$ cat config.mk
export PLATFORM = sky130hd
export DESIGN_NAME = tt_ctrl_seq
export DESIGN_NICKNAME = d
export VERILOG_FILES = /design/src/rtl/tt_ctrl_seq.sv
export SDC_FILE = /design/constraint.sdc
export NUM_CORES = 1
export LEC_CHECK = 0
export CAP_MARGIN = 10
export CORE_MARGIN = 1.5
export CORE_UTILIZATION = 45
export CTS_BUF_LIST = sky130_fd_sc_hd__clkbuf_8
export DETAILED_ROUTE_END_ITERATION = 16
export PLACE_DENSITY = 0.65
export SYNTH_ARGS = -nofsm -noshare
export SYNTH_HDL_FRONTEND = slang
export SYNTH_SLANG_ARGS = --single-unit
$ cat constraint.sdc
create_clock -name clk -period 4.2 [get_ports clk]
set_input_delay 0.84 -clock clk [delete_from_list [all_inputs] [get_ports clk]]
set_output_delay 0.84 -clock clk [all_outputs]
set_load 0.01 [all_outputs]
$ cat src/rtl/tt_ctrl_seq.sv
// Sequencer for the chip's 3-pin design-select interface: reset counter, pulse inc A times, optionally enable.
// Optional TT_CTRL_SEQ_INCR_EN: when the current selection is valid and A >= cur_addr, only pulse the difference.
module tt_ctrl_seq #(
  parameter int ADDR_W = 10,
  parameter int PH_CYC = 4
) (
  input  logic              clk,
  input  logic              rst,
  input  logic              req_valid,
  output logic              req_ready,
  input  logic [ADDR_W-1:0] req_addr,
  input  logic              req_ena,
  output logic              done,
  output logic              busy,
  output logic [ADDR_W-1:0] cur_addr,
  output logic              cur_valid,
  output logic              ctrl_sel_rst_n,
  output logic              ctrl_sel_inc,
  output logic              ctrl_ena
);

  typedef enum logic [2:0] {
    IDLE, DIS, RST_LO, RST_HI, INC_HI, INC_LO, FIN
  } state_t;

  localparam logic [7:0] PH_LD = 8'(PH_CYC - 1);

  state_t            state_q, state_d;
  logic [7:0]        tmr_q, tmr_d;
  logic [ADDR_W-1:0] cnt_q, cnt_d;
  logic [ADDR_W-1:0] addr_q, addr_d;
  logic              ena_q, ena_d;
  logic              skip_q, skip_d;

  logic              rdy_d, done_d, busy_d, cur_valid_d;
  logic              rst_n_d, inc_d, cena_d;
  logic [ADDR_W-1:0] cur_addr_d;
  logic              ph_end;

  assign ph_end = (tmr_q == 8'd0);

  // Pin levels are computed for the state being entered, so each pin
  // changes on the same edge as the state transition.
  always_comb begin
    state_d     = state_q;
    tmr_d       = ph_end ? tmr_q : tmr_q - 8'd1;
    cnt_d       = cnt_q;
    addr_d      = addr_q;
    ena_d       = ena_q;
    skip_d      = skip_q;
    done_d      = 1'b0;
    busy_d      = busy;
    cur_addr_d  = cur_addr;
    cur_valid_d = cur_valid;
    rst_n_d     = ctrl_sel_rst_n;
    inc_d       = ctrl_sel_inc;
    cena_d      = ctrl_ena;

    case (state_q)
      IDLE: begin
        // Only a fresh reset leaves rst_n low here; release it on the first clock.
        rst_n_d = 1'b1;
        busy_d  = 1'b0;
        if (req_valid && req_ready) begin
          state_d     = DIS;
          tmr_d       = PH_LD;
          addr_d      = req_addr;
          ena_d       = req_ena;
          busy_d      = 1'b1;
          cena_d      = 1'b0;
          cur_valid_d = 1'b0;
`ifdef TT_CTRL_SEQ_INCR_EN
          if (cur_valid && (req_addr >= cur_addr)) begin
            skip_d = 1'b1;
            cnt_d  = req_addr - cur_addr;
          end else begin
            skip_d = 1'b0;
            cnt_d  = req_addr;
          end
`else
          skip_d = 1'b0;
          cnt_d  = req_addr;
`endif
        end
      end
      DIS: begin
        if (ph_end) begin
          tmr_d = PH_LD;
          if (!skip_q) begin
            state_d = RST_LO;
            rst_n_d = 1'b0;
          end else if (cnt_q == '0) begin
            state_d = FIN;
          end else begin
            state_d = INC_HI;
            inc_d   = 1'b1;
          end
        end
      end
      RST_LO: begin
        if (ph_end) begin
          state_d = RST_HI;
          tmr_d   = PH_LD;
          rst_n_d = 1'b1;
        end
      end
      RST_HI: begin
        if (ph_end) begin
          tmr_d = PH_LD;
          if (cnt_q == '0) begin
            state_d = FIN;
          end else begin
            state_d = INC_HI;
            inc_d   = 1'b1;
          end
        end
      end
      INC_HI: begin
        if (ph_end) begin
          state_d = INC_LO;
          tmr_d   = PH_LD;
          inc_d   = 1'b0;
        end
      end
      INC_LO: begin
        if (ph_end) begin
          tmr_d = PH_LD;
          cnt_d = cnt_q - 1'b1;
          if (cnt_q != ADDR_W'(1)) begin
            state_d = INC_HI;
            inc_d   = 1'b1;
          end else begin
            state_d = FIN;
          end
        end
      end
      FIN: begin
        state_d     = IDLE;
        done_d      = 1'b1;
        busy_d      = 1'b0;
        cena_d      = ena_q;
        cur_addr_d  = addr_q;
        cur_valid_d = 1'b1;
      end
      default: state_d = IDLE;
    endcase

    // Hold off ready for the done cycle so done and ready never overlap.
    rdy_d = (state_d == IDLE) && !done_d;
  end

  always_ff @(posedge clk or posedge rst) begin
    if (rst) begin
      state_q        <= IDLE;
      tmr_q          <= 8'd0;
      cnt_q          <= '0;
      addr_q         <= '0;
      ena_q          <= 1'b0;
      skip_q         <= 1'b0;
      req_ready      <= 1'b0;
      done           <= 1'b0;
      busy           <= 1'b0;
      cur_addr       <= '0;
      cur_valid      <= 1'b0;
      ctrl_sel_rst_n <= 1'b0;
      ctrl_sel_inc   <= 1'b0;
      ctrl_ena       <= 1'b0;
    end else begin
      state_q        <= state_d;
      tmr_q          <= tmr_d;
      cnt_q          <= cnt_d;
      addr_q         <= addr_d;
      ena_q          <= ena_d;
      skip_q         <= skip_d;
      req_ready      <= rdy_d;
      done           <= done_d;
      busy           <= busy_d;
      cur_addr       <= cur_addr_d;
      cur_valid      <= cur_valid_d;
      ctrl_sel_rst_n <= rst_n_d;
      ctrl_sel_inc   <= inc_d;
      ctrl_ena       <= cena_d;
    end
  end

endmodule

Yosys cells after proc, flatten, opt, wreduce, memory -nomap -nowiden
Index checks and enable logic that the tools add are counted.

word-level totals
  memories kept = 0
  input bits = 14
  bits in read-only memories = 0
  register bits = 49
  memory bits (writable) = 0
  latch bits = 0
  output and inout port bits = 17

operators by class
  bitwise logic cells = 1
  shift-type cells = 0
  add/subtract/negate cells = 2
  divide/modulo/power cells = 0
  reductions and logical operators = 17
  equality and inequality tests = 15
  multiply operators = 0
  muxes and demuxes = 30
  $lt $le $gt $ge = 0

operators by type and width
  kind                                                                      number
  8-bit 2-to-1 mux                                                          3
  10-bit 2-to-1 mux                                                         2
  10-bit one-hot mux with 2 select lines                                    1
  3-bit 2-to-1 mux                                                          6
  3-bit one-hot mux with 6 select lines                                     1
  8-bit one-hot mux with 2 select lines                                     1
  2-bit inequality test, second input constant                              7
  10-bit zero test                                                          1
  10-bit by 1-bit inequality test with 1-bit output, second input constant  1
  10-bit by 1-bit subtractor with 10-bit output, second input constant      1
  3-bit equality test, second input constant                                3
  1-bit 2-to-1 mux                                                          9
  8-bit zero test                                                           1
  8-bit AND reduction                                                       1
  8-bit by 1-bit subtractor with 8-bit output, second input constant        1
  3-bit by 2-bit equality test with 1-bit output, second input constant     2
  3-bit zero test                                                           2
  1-bit one-hot mux with 2 select lines                                     3
  1-bit one-hot mux with 3 select lines                                     2
  3-bit AND reduction                                                       2
  5-bit OR reduction                                                        1
  2-bit 2-to-1 mux                                                          2
  2-bit AND reduction                                                       2
  2-bit nonzero test                                                        2
  7 further kinds                                                           8

Logic depth before layout (Yosys ltp)
Gate-level depths: netlist of the first run.

  depth in word-level cells = 6
  gate-level depth with buffers = 7
  gate-level depth less buffers = 7

Worst setup path before layout of the first run
OpenSTA, ideal clock, no wires.

  path kind = input to register
  start = input port req_valid
  end = register req_ready
  library setup time = 0.104 ns
  setup slack = 2.239 ns
  arrival = 1.858 ns
  cell stages on the path = 4
  required time = 4.096 ns
  path through = and3_1 -> clkbuf_1 -> or4b_1 -> a221oi_1

on the way
  cells in the longest elaborated chain, start to end = 5

RTL lines
  what                                   RTL line  RTL
  start, declared                        9         input logic req_valid,
  1-bit logical AND                      64        if (req_valid && req_ready) begin
  3-bit 2-to-1 mux                       64
  3-bit one-hot mux with 6 select lines  59        case (state_q)
  3-bit zero test                        149       rdy_d = (state_d == IDLE) && !done_d;
  1-bit logical AND                      149
  via rdy_d                              35        logic rdy_d, done_d, busy_d, cur_valid_d;
  end signal, assigned                   175       req_ready <= rdy_d;
  end, declared                          10        output logic req_ready,

The timed path passes the listed nets, and every way through them passes these cells.
A chain may end at the register's enable or synchronous reset.

Final worst setup path of the first run
  start = input port req_valid
  end = register cnt_q[1]

on the way
  cells in the longest elaborated chain, start to end = 3

RTL lines
  what                             RTL line  RTL
  1-bit logical AND                64
  2-bit inequality test (no line)  -
  3-bit AND reduction (no line)    -
  end signal, assigned             171       cnt_q <= cnt_d;
  end, declared                    30        logic [ADDR_W-1:0] cnt_q, cnt_d;

No other way between the ends.

==> impl_metrics.json, run 1 <==
{
  "syn-instance-count": 245,
  "seqPwrFrac": 0.450,
  "fillers": 473,
  "wl_per_cell_um": 15.5,
  "start_util": 0.475,
  "avgSynthCellArea_um2": 10.1,
  "min_period_ns": 2.45,
  "post_cts_resized": 0,
  "drt_iter0_drc": 132,
  "slew_headroom": 0.261,
  "synth_common_cells": "dfrtp_1, nand2_1, nor2_1",
  "gr-total-overflow": 0,
  "worstPathArrival_ns": 2.65,
  "power_mw": 1.85,
  "die_x_um": 77.1,
  "cp_data_required_time_ns": 4.40,
  "final_nets": 287,
  "dr_total_vias": 1883,
  "synth.most_common_cell": "dfrtp_1",
  "synth_area_mm2": 0.00247,
  "met2_length_um": 2350,
  "finClkSkew_ns": 0.00531,
  "pwr-share-clk": 0.185,
  "path_clk_slew_ns": 0.09,
  "drv_cap": 0,
  "rows": 26,
  "clock_sinks": 49,
  "die_y_um": 77.1,
  "synth_top_cell_by_area": "dfrtp_1",
  "gp_congestion": 0.887,
  "cp_slowest_stage_delay_ns": 0.41,
  "first_pass_iters": 4,
  "grt_pass1_wl_um": 8810,
  "p_int_mw": 1.16,
  "drt-met1-wl_um": 2630,
  "cts_buffers": 5,
  "ys_seq_area_frac": 0.496,
  "crit_path_start_kind": "input pin",
  "final_antenna_net_count": 0,
  "insertion_delay_ns": 0.30,
  "cp_slowest_cell": "clkdlybuf4s50_1",
  "crit_type": "in -> reg",
  "drive_gt1_frac": 0.108,
  "postCtsSetupBuffers": 0,
  "syn_to_final_growth_pct": 17.4,
  "outcome": "complete, no violations",
  "dp_hpwl_um": 3570,
  "cts.htree.levels": 2,
  "p_per_area_mw_per_mm2": 638,
  "grt_pass1_vias": 1696,
  "synth_edf_count": 0,
  "hp-class": "reg -> reg",
  "critPathBufInv": 2,
  "synth.area.top_cells": "dfrtp_1, nand2_1, mux2_2",
  "synth_ff_type": "dfrtp_1",
  "cts-hold-fix-buffers": 0,
  "max_freq_ghz": 0.409,
  "crit_chain": "clkdlybuf4s50_1, and3_1, buf_4, nor2_2, mux2_2",
  "antenna_cells": 0,
  "period_share": 0.582,
  "worstMarginPinSlew_ns": 1.10,
  "cp_top_family": "simple AND/OR/NAND/NOR gates",
  "portBuffers": 30,
  "regArea_mm2": 0.00123,
  "swShare": 0.372,
  "p_comb_frac": 0.365,
  "vdd_drop_max_uv": 365,
  "leakagePower_nw": 1.31,
  "end_kind": "flop",
  "die_area_mm2": 0.00595,
  "finalHoldViolations": 0,
  "grtUsageTotal": 0.188,
  "rsz0062_at_grt": "false",
  "antenna_found_initial": 0,
  "power.switching_uw": 689,
  "route.met3.wl_um": 213,
  "postLayoutCellArea_mm2": 0.00290,
  "drc_errors": 0,
  "postRouteWirelength_um": 5260,
  "ys.warnings.count": 0,
  "maxSlewViolCount": 0,
  "pin_count": 31,
  "synth_nets": 264,
  "fin_setup_tns_ns": 0,
  "cts_tree": "built",
  "cts.root.buffer_cell": "clkbuf_8",
  "synth.distinct_cells": 52,
  "synthArstFlopShare": 1.00,
  "netlist.area_leader.share": 0.496,
  "highest_layer": "met4",
  "setup-violations-final": 0,
  "grt_max_degree": 50,
  "vias_per_cell": 5.55,
  "place_area_mm2": 0.00279,
  "multi_input_area_mm2": 0.00113,
  "core_mm2": 0.00520,
  "crit_fanout": 17,
  "ys_ff_latch": 49,
  "cts.path.max_buffers": 2
}
## state kept, by name (all words and copies together), names as in the netlist, 3 cells and up
signal    cells
cur_addr     10
tmr_q         8
state_q       3
cnt_q        10
addr_q       10
## worst reg2reg max path: stages, from the launching register on
cell	delay [ns]
dfrtp_1	0.51
nand3b_1	0.70
nor3_4	0.57
nor2_2	0.17
a221o_1	0.32
## kinds of logic after synthesis
family | Yosys count | share of synthesized area
and+or+nand+nor | 97 | 0.205
AOI/OAI and AO/OA | 54 | 0.162
adders and majority gates | 5 | 0.0253
buffers and inverters | 25 | 0.0466
DFF | 49 | 0.496
xor gates and xnor gates | 2 | 0.00709
muxes | 13 | 0.0582
## final timing paths
check                            from         to  slack (ns)  depth (start not counted)
min in group asynchronous         rst       done        1.08                          2
max                         req_valid   cnt_q[1]        1.75                          5
min                         addr_q[1]  addr_q[1]        0.48                          2
max reg2reg                state_q[1]   cnt_q[0]        1.83                          4
min reg2reg                 addr_q[1]  addr_q[1]        0.48                          2
max in group asynchronous         rst   tmr_q[4]        2.50                          2
## per-stage QoR
step,hold WS [ns],std cells,utilization,worst slack [ns]
3_5_place_dp,0.465,331,0.536,1.45
2_1_floorplan,0.440,245,-,2.19
6_report,0.484,339,0.557,1.75
5_1_grt,0.511,339,0.557,1.66
4_1_cts,0.487,339,0.557,1.77
3_3_place_gp,0.454,331,0.536,1.47
## power by group through the flow
| stage | logic [mW] | clock network [mW] | registers (mW) |
|---|---|---|---|
| after floorplan | 0.516 | 0 | 0.797 |
| after global placement | 0.663 | 0 | 0.836 |
| after detailed placement | 0.670 | 0 | 0.839 |
| after CTS | 0.674 | 0.345 | 0.831 |
| after global routing | 0.754 | 0.363 | 0.863 |
| final | 0.675 | 0.342 | 0.834 |
## cells in the final DEF (no fill, tap or decap), drive strengths merged, types with 5 or more instances in the layout
cell and instances:
dfrtp 49, nand2 42, clkdlybuf4s50 30, nor2 15, mux2 11, nor3 11, inv 11, a21oi 9
o22ai 7, o21ai 6, o2bb2ai 5, ha 5, clkbuf 5, nor4 5
## final cells by class
class / count / area share
Sequential cell: 49 / 0.423
Multi-Input combinational cell: 171 / 0.390
Timing Repair Buffer: 31 / 0.106
Tap cell: 70 / 0.0302
Clock buffer: 5 / 0.0237
Clock inverter: 3 / 0.0147
Inverter: 10 / 0.0129
## per-layer routing
| layer | global-route usage | vias up |
|---|---|---|
| li1 | - | 924 |
| met1 | 0.283 | 903 |
| met2 | 0.275 | 47 |
| met3 | 0.0357 | 9 |
| met4 | 0.0545 | 0 |
| met5 | 0 | - |
No activity file was read; power rests on OpenSTA's default activity.
==> run 2, diff against run 1 <==
==> constraint.sdc (replaced) <==
create_clock -name clk -period 2.3 [get_ports clk]
set_input_delay 0.46 -clock clk [delete_from_list [all_inputs] [get_ports clk]]
set_output_delay 0.46 -clock clk [all_outputs]
set_load 0.01 [all_outputs]
==> run 2 against run 1 <==
- critical path depth rose by 1
- sequential cell count did not move
- total power rose by 79%
- via count rose by 0.74%
- critical endpoint is now req_ready
==> impl_metrics.json, run 2 (synthesized netlist as in run 1, its figures left out) <==
{
  "crit_chain": "inv_1, ha_1, nor3b_2, a21oi_1, or4b_1, a221oi_1",
  "worstPathArrival_ns": 2.35,
  "cts.root.buffer_cell": "clkbuf_8",
  "power.switching_mw": 1.26,
  "post_cts_resized": 0,
  "period_share": 0.938,
  "cp_slowest_stage_delay_ns": 0.49,
  "grt_pass1_vias": 1700,
  "setup-violations-final": 0,
  "hp-class": "reg -> reg",
  "p_comb_frac": 0.383,
  "drive_gt1_frac": 0.140,
  "slew_headroom": 0.688,
  "grt_pass1_wl_um": 8760,
  "crit_fanout": 7,
  "dr_total_vias": 1897,
  "cts-hold-fix-buffers": 0,
  "core_mm2": 0.00520,
  "p_per_area_mw_per_mm2": 1120,
  "cts_tree": "built",
  "outcome": "complete, no violations",
  "start_util": 0.475,
  "final_util": 0.569,
  "die_area_mm2": 0.00595,
  "maxSlewViolCount": 0,
  "vdd_drop_max_uv": 403,
  "path_clk_slew_ns": 0.09,
  "drv_cap": 0,
  "die_y_um": 77.1,
  "cts_buffers": 5,
  "cts.htree.levels": 2,
  "portBuffers": 30,
  "grt_max_degree": 50,
  "dp_hpwl_um": 3710,
  "finalHoldViolations": 0,
  "swShare": 0.379,
  "postRouteWirelength_um": 5120,
  "drt_iter0_drc": 145,
  "critPathBufInv": 1,
  "setup_ws_ns": 0.143,
  "fin_setup_tns_ns": 0,
  "clock_sinks": 49,
  "cp_slowest_cell": "or4b_1",
  "crit_path_start_kind": "flop",
  "postCtsSetupBuffers": 0,
  "wl_per_cell_um": 14.7,
  "final_cell_mix": "dfrtp_1, nand2_1, clkdlybuf4s50_1",
  "reg_top3": "addr_q (10), cnt_q (10), cur_addr (10)",
  "vias_per_cell": 5.45,
  "end_kind": "flop",
  "final_antenna_net_count": 0,
  "pwr-share-clk": 0.159,
  "min_period_ns": 2.16,
  "insertion_delay_ns": 0.31,
  "cp_top_family": "simple AND/OR/NAND/NOR gates",
  "cts.path.max_buffers": 2,
  "rsz0062_at_grt": "false",
  "drc_errors": 0,
  "antenna_cells": 0,
  "leakagePower_nw": 1.34,
  "preCtsSetupSlack_ns": 0.220,
  "finClkSkew_ns": 0.0116,
  "seqPwrFrac": 0.458,
  "pin_count": 31,
  "crit_type": "reg -> reg",
  "syn_to_final_growth_pct": 19.9,
  "first_pass_iters": 4,
  "cp_data_required_time_ns": 2.49,
  "die_x_um": 77.1,
  "p_int_mw": 2.06,
  "rows": 26,
  "gr-total-overflow": 0,
  "fillers": 470,
  "antenna_found_initial": 0,
  "max_freq_ghz": 0.464,
  "worstMarginPinSlew_ns": 0.464,
  "final_nets": 296,
  "grtUsageTotal": 0.185,
  "final_common_cell": "dfrtp_1",
  "gp_congestion": 0.921
}
run 2: cell types whose count changed in the layout (fill, tap and decap cells not counted):
cell	change
buf_12	+1
inv_1	-1
buf_4	+8
inv_6	+1
clkinvlp_4	+1
bufinv_16	-1
run 2: cell type report:
type                    count  area (um^2)  share of cell area
repair buffers             40          388               0.131
clock inverters             3         25.0             0.00844
inverters                  10         37.5              0.0127
multi-input cells         171         1130               0.382
flip-flops and latches     49         1230               0.414
clock buffers               5         68.8              0.0232
well taps                  70         87.6              0.0295
run 2: stage by stage:
step / hold WS [ns] / instances / area, um^2 / total power, mW
after global placement: 0.457 / 340 / 2870 / 2.77
after CTS: 0.486 / 348 / 2960 / 3.34
final: 0.479 / 348 / 2960 / 3.32
after detailed placement: 0.462 / 340 / 2870 / 2.81
after floorplan: 0.440 / 245 / 2470 / 2.40
after global routing: 0.508 / 348 / 2960 / 3.58
run 2: worst register-to-register path, cell delays in order, from the launching register on:
cell and delay (ns):
dfrtp_1 0.42, inv_1 0.07, ha_1 0.20, nor3b_2 0.44, a21oi_1 0.16, or4b_1 0.49
a221oi_1 0.28
run 2: path summary, 6_finish.rpt:
kind | slack [ns] | end | start | cells after the start
setup reg to reg | 0.14 | req_ready | tmr_q[0] | 6
min in group asynchronous | 0.49 | done | rst | 3
hold / removal | 0.48 | addr_q[2] | addr_q[2] | 2
setup / recovery | 0.14 | req_ready | tmr_q[0] | 6
max in group asynchronous | 1.58 | state_q[0] | rst | 3
hold reg to reg | 0.48 | addr_q[2] | addr_q[2] | 2
run 2: power by group through the flow:
stage	combinational (mW)	sequential, mW	clock, mW
after floorplan	0.943	1.46	0
after global placement	1.24	1.52	0
after detailed placement	1.27	1.53	0
after CTS	1.27	1.52	0.546
after global routing	1.41	1.59	0.574
final	1.27	1.52	0.528
run 2: routing by layer:
| layer | wire length (um) | global-route usage | vias to the layer above |
|---|---|---|---|
| li1 | - | - | 941 |
| met1 | 2570 | 0.288 | 908 |
| met2 | 2290 | 0.261 | 44 |
| met3 | 212 | 0.0262 | 4 |
| met4 | 45 | 0.0600 | 0 |
| met5 | 0 | 0 | - |
